==> src/rtl/counter_pkg.sv <==
// Shared state encoding for the binary down-counter FSM.
package counter_pkg;

    typedef enum logic [1:0] {
        IDLE    = 2'd0,
        RUN     = 2'd1,
        EXPIRED = 2'd2
    } state_t;

endpackage

==> src/rtl/binary_down_counter.sv <==
// Loadable down-counter FSM with a registered one-cycle terminal-count pulse.
// Define DOWN_COUNTER_AUTO_RELOAD_EN for periodic reload at terminal count instead of one-shot.
module binary_down_counter
    import counter_pkg::*;
#(
    parameter int WIDTH = 4
) (
    input  logic             clock,
    input  logic             reset,
    input  logic             load,
    input  logic [WIDTH-1:0] load_value,
    input  logic             enable,
    output logic [WIDTH-1:0] count,
    output logic             tc,
    output logic             busy
);

    state_t state;

`ifdef DOWN_COUNTER_AUTO_RELOAD_EN
    logic [WIDTH-1:0] reloadValue;
`endif

    // Priority is reset, then load, then the enabled decrement in RUN.
    // A count of 1 or less in RUN is the terminal edge, so 0 can never wrap.
    always_ff @(posedge clock) begin
        if (reset) begin
            state <= IDLE;
            count <= '0;
            tc    <= 1'b0;
            busy  <= 1'b0;
`ifdef DOWN_COUNTER_AUTO_RELOAD_EN
            reloadValue <= '0;
`endif
        end else if (load) begin
`ifdef DOWN_COUNTER_AUTO_RELOAD_EN
            reloadValue <= load_value;
`endif
            count <= load_value;
            if (load_value != '0) begin
                state <= RUN;
                tc    <= 1'b0;
                busy  <= 1'b1;
            end else begin
                state <= EXPIRED;
                tc    <= 1'b1;
                busy  <= 1'b0;
            end
        end else begin
            case (state)
                RUN: begin
                    if (enable) begin
                        if (count > WIDTH'(1)) begin
                            count <= count - WIDTH'(1);
                            tc    <= 1'b0;
                        end else begin
                            tc <= 1'b1;
`ifdef DOWN_COUNTER_AUTO_RELOAD_EN
                            count <= reloadValue;
`else
                            count <= '0;
                            state <= EXPIRED;
                            busy  <= 1'b0;
`endif
                        end
                    end else begin
                        tc <= 1'b0;
                    end
                end
                default: begin
                    tc <= 1'b0;
                end
            endcase
        end
    end

endmodule

==> config.mk <==
export PLATFORM = sky130hd
export DESIGN_NAME = binary_down_counter
export DESIGN_NICKNAME = d
export VERILOG_FILES = /design/src/rtl/counter_pkg.sv /design/src/rtl/binary_down_counter.sv
export SDC_FILE = /design/constraint.sdc
export NUM_CORES = 1
export LEC_CHECK = 0
export ABC_AREA = 1
export BUFFER_PORTS_ARGS = -buffer_cell sky130_fd_sc_hd__buf_2
export CAP_MARGIN = 20
export CORE_AREA = 3 3 40 42
export DETAILED_ROUTE_END_ITERATION = 16
export DIE_AREA = 0 0 43 45
export PLACE_DENSITY = 0.62
export SYNTH_ARGS = -nofsm -noshare
export SYNTH_HDL_FRONTEND = slang
export SYNTH_SLANG_ARGS = --single-unit
==> constraint.sdc <==
create_clock -name clock -period 1.1 [get_ports clock]
set_input_delay 0.11 -clock clock [delete_from_list [all_inputs] [get_ports clock]]
set_output_delay 0.11 -clock clock [all_outputs]
set_load 0.03 [all_outputs]
Word level (Yosys, flattened, before mapping) --
Cells that the tools add are included.
Cells by class: $add $sub $neg 1, multiplexer cells 19, eq/ne operators 2, bitwise gates (word level) 0, divide/modulo/power cells 0, multiply operators 0, shifts and indexed selects 0, $lt $le $gt $ge 1, reduce and logical (&&, ||, !) cells 5
Operators with widths (count):
- 2-to-1 mux 4 bit | 4
- 2-to-1 mux 1 bit | 10
- 2-to-1 mux 2 bit | 5
- > comparator 4 x 1 -> 1 bit (second input constant) | 1
- nonzero test 2 bit | 2
- nonzero test 4 bit | 1
- subtractor 4 x 1 -> 4 bit (second input constant) | 1
- AND reduction 3 bit | 1
- equality test 2 x 1 -> 1 bit (second input constant) | 1
- inequality test 2 bit (second input constant) | 1
- AND reduction 2 bit | 1
Storage, ports and cells: output and inout port bits 6, register bits after elaboration 8, bits in read-only memories 0, logic and storage cells 32, memories kept 0, bits of input ports 8, bits in latches 0, memory bits (writable) 0

Depth between registers and ports, before layout --
word-level depth 5, gate-level depth with buffers 9, mapped depth without buffers 9

Worst setup path before layout --
Ideal clock, no wire load.
path kind register -> register, start register count[0], end register count[3], clock period less this slack 1.390 ns, arrival time 1.326 ns, path buffers 0, data required time 1.036 ns, library setup time 0.064 ns, cell stages (with the launch flop) 10, setup slack -0.290 ns, path through dfxtp_1 -> inv_1 -> ha_1 -> inv_1 -> nand2_1 -> nand2_2 -> nand3_2 -> nor2_1 -> nor2_1 -> nor2_1
On the way: word-level cells in the longest chain between the ends 5, elaborated cells between the ends (all ways) 6, those cells by class add/sub (1); order compare (1); mux (4)
RTL lines:
- start, declared | RTL line binary_down_counter.sv:13 | output logic [WIDTH-1:0] count,
- start signal, assigned | RTL line binary_down_counter.sv:39 | count <= load_value;
- start signal, assigned | RTL line binary_down_counter.sv:54 | count <= count - WIDTH'(1);
- subtractor 4 x 1 -> 4 bit / > comparator 4 x 1 -> 1 bit (equally long branches) | RTL line binary_down_counter.sv:54, binary_down_counter.sv:53
- 2-to-1 mux 4 bit * | RTL line binary_down_counter.sv:53 | if (count > WIDTH'(1)) begin
- 2-to-1 mux 4 bit * | RTL line binary_down_counter.sv:52 | if (enable) begin
- 2-to-1 mux 4 bit * | RTL line binary_down_counter.sv:50 | case (state)
- 2-to-1 mux 4 bit * | RTL line binary_down_counter.sv:35 | end else if (load) begin
Mark *: on every way between the ends. The rest lies on a longest branch, timed or not. The select of a mux whose other input is x is not followed. A chain may end at the register's enable or synchronous reset.

Final worst setup path --
start register count[0], end register state[0]
On the way: word-level cells in the longest chain between the ends 3
RTL lines:
- > comparator 4 x 1 -> 1 bit | RTL line binary_down_counter.sv:53
- inequality test 2 bit (no line)
- AND reduction 3 bit (no line)
- end signal, assigned | RTL line binary_down_counter.sv:41 | state <= RUN;
- end signal, assigned | RTL line binary_down_counter.sv:45 | state <= EXPIRED;
- end signal, assigned | RTL line binary_down_counter.sv:62 | state <= EXPIRED;
- end, declared | RTL line binary_down_counter.sv:18 | state_t state;
Every way passes these cells.

==> out/results.ini <==
[clock_tree]
numCtsBuffers=3
clk_pin_slew_ns=0.05
htree_levels=1
cts_hold_buf=0
tritoncts=done
clockBufferDepth=2
cts_root_buf=clkbuf_4
cts_sinks=7
clk_latency_ns=0.25

[setup_path]
critPathLaunchType=flop
critPathMaxFanout=3
arrival_ns=1.33
cp_common_cell=nand2_1
cp_slowest_cell=dfxtp_4
path_class=flop to flop
worstRegToRegCells=9
path_cells=inv_4 -> ha_4 -> inv_2 -> nand2_2 -> nand2_4 -> nand2_1 -> nand2_1 -> nand2_1 -> a21oi_2
critPathMaxStageDelay_ns=0.36
required_ns=1.29
end_kind=flop
r2r_slack_ns=-0.04
r2r-start=count[0]$_SDFFE_PP0P_
reg2reg_to=state[0]$_SDFFE_PP0P_

[hold_path]
hold_class=input port to flop
whs_path_depth=2
min_to=state[0]$_SDFFE_PP0P_
min-delay-start=reset

[cells_and_area]
layout-drive-gt1-share_pct=43.82
final_cell_area_um2=631.9
areaGrowthSynthToFinish_pct=47.23
layout_common_cells=nand2_1 (21), buf_2 (13), nor2_1 (11)
nFillCells=151
diodes=0
seqCellArea_um2=148.9
final_common_cell=nand2_1
multi_input_area_um2=311.5
final_nets=100

[routing]
firstDrtPassIters=2
final_antenna_net_count=0
routed_wl_um=1074
drt_iter0_drc=7
vias=466
wire_per_inst_um=10.33
viasPerCell=4.481
drc=0

[placed_design]
gp_congestion=0.7729
placed_area_um2=555.5
port_buffers=13

[die]
dieWidth_um=43
io_pins=14
start_util_pct=33.40
core_um2=1285
die_h_um=45
fp-row-count=13
die_area_um2=1935

[power]
leakage_nw=0.3111
irDropWorstVdd_uv=537.8
powerDensity_nw_per_um2=1164

[logic_synthesis]
syn_inst=69
yosysSeqAreaShare_pct=32.65
syn_nets=79
synth_area_um2=429.2
syn_avg_cell_area_um2=6.220
ys_ff_latch=7
synthDistinctLibCells=12
ys_warn_count=0

[global_routing]
grt_pass1_wl_um=1607
overflow=0
grt_max_degree=10
antenna_found_initial=0
grt_use_total_pct=11.51
grt_pass1_vias=379

[run_status]
violations=negative setup slack
status=complete, but fails checks

[timing]
finalHoldViolCount=0
setup_ws_ns=-0.04016
worstMarginPinSlew_ns=0.2348
fin_crit_sh_pct=103.7
fmax_ghz=0.8771
setup-tns-final_ns=-0.05806
setup_violations=4
clock_skew_ns=0.002202
timing.slew.headroom_pct=84.29
grt_setup_unrepaired=yes
post-route-min-period_ns=1.140
slew_violations=0

[flow_run]
max_cap_viol_count=0

power by group:
group / internal [mW] / switching [mW]
Combinational: 0.0776 / 0.131
Clock: 0.139 / 0.0983
Sequential: 0.270 / 0.0206
Total: 0.486 / 0.249
metal layers:
metal | track usage (%) | part of all wire, %
met2 | 16.17 | 47
met4 | 9.036 | 2.9
met1 | 15.25 | 44
met5 | 0 | 0
met3 | 2.390 | 6.0
final cells by class:
cell class              count  area share, %
flip-flops and latches      7          23.56
well taps                  15          2.970
clock buffers               4          4.158
repair buffers             16          13.86
inverters                   9          6.139
multi-input cells          53          49.31
how the worst max path moves through the flow:
stage,start,endpoint,slack [ns],depth (start not counted)
after floorplan,count[0]$_SDFFE_PP0P_,state[0]$_SDFFE_PP0P_,-0.02,9
after global placement,count[0]$_SDFFE_PP0P_,count[3]$_SDFFE_PP0P_,0.01,9
after detailed placement,count[0]$_SDFFE_PP0P_,count[3]$_SDFFE_PP0P_,0.0006,9
after CTS,count[0]$_SDFFE_PP0P_,count[3]$_SDFFE_PP0P_,-0.005,9
after global routing,count[0]$_SDFFE_PP0P_,state[0]$_SDFFE_PP0P_,-0.11,9
final,count[0]$_SDFFE_PP0P_,state[0]$_SDFFE_PP0P_,-0.04,9
repair_timing:
action,4_1_cts,5_1_grt
cloned,0,0
gates resized for setup,1,10
buffers inserted,0,1
pin swaps,0,6
endpoints found under the setup margin,1,7
endpoints found under the hold margin,0,0
metrics by stage:
step / total power [mW] / hold slack [ns] / worst slack (ns) / utilization [%] / instances
finish: 0.7356 / 0.1185 / -0.04016 / 49.17 / 104
global route: 0.7852 / 0.1156 / -0.1146 / 49.17 / 104
CTS: 0.7152 / 0.1060 / -0.004528 / 45.47 / 103
detailed placement: 0.4735 / 0.3737 / 0.0006404 / 43.23 / 99
global placement: 0.4716 / 0.3712 / 0.01011 / 43.23 / 99
floorplan: 0.4137 / 0.1727 / -0.01956 / - / 69
synthesized netlist by cell type, drive strengths merged:
| cell | number | share of area, % |
|---|---|---|
| a21oi | 3 | 3.5 |
| dfxtp | 7 | 33 |
| ha | 2 | 5.8 |
| inv | 9 | 7.9 |
| nand2 | 24 | 22 |
| nand3 | 8 | 12 |
| nand4 | 1 | 1.5 |
| nor2 | 15 | 15 |
sequential cells by signal (all words and copies together) (netlist names):
| name | flops |
|---|---|
| count | 4 |
| tc | 1 |
| state | 2 |
worst max-delay path, delay by kind of cell, from the launching register on:
kind	cells	cell delay, ns
buffers and inverters	2	0.09
DFF	1	0.36
and+or+nand+nor	5	0.36
adders and majority gates	1	0.15
AOI/OAI and AO/OA	1	0.11
cell families (layout without fill, tap and decap cells):
logic type / after synthesis / in the layout / synth area share [%]
adder cells (fa/ha/maj): 2 / 2 / 5.830
flip-flops: 7 / 7 / 32.65
AND/OR/NAND/NOR: 48 / 48 / 50.15
buffers and inverters: 9 / 29 / 7.871
AO/OA/AOI/OAI: 3 / 3 / 3.498
(Power assumes the default switching activity.)
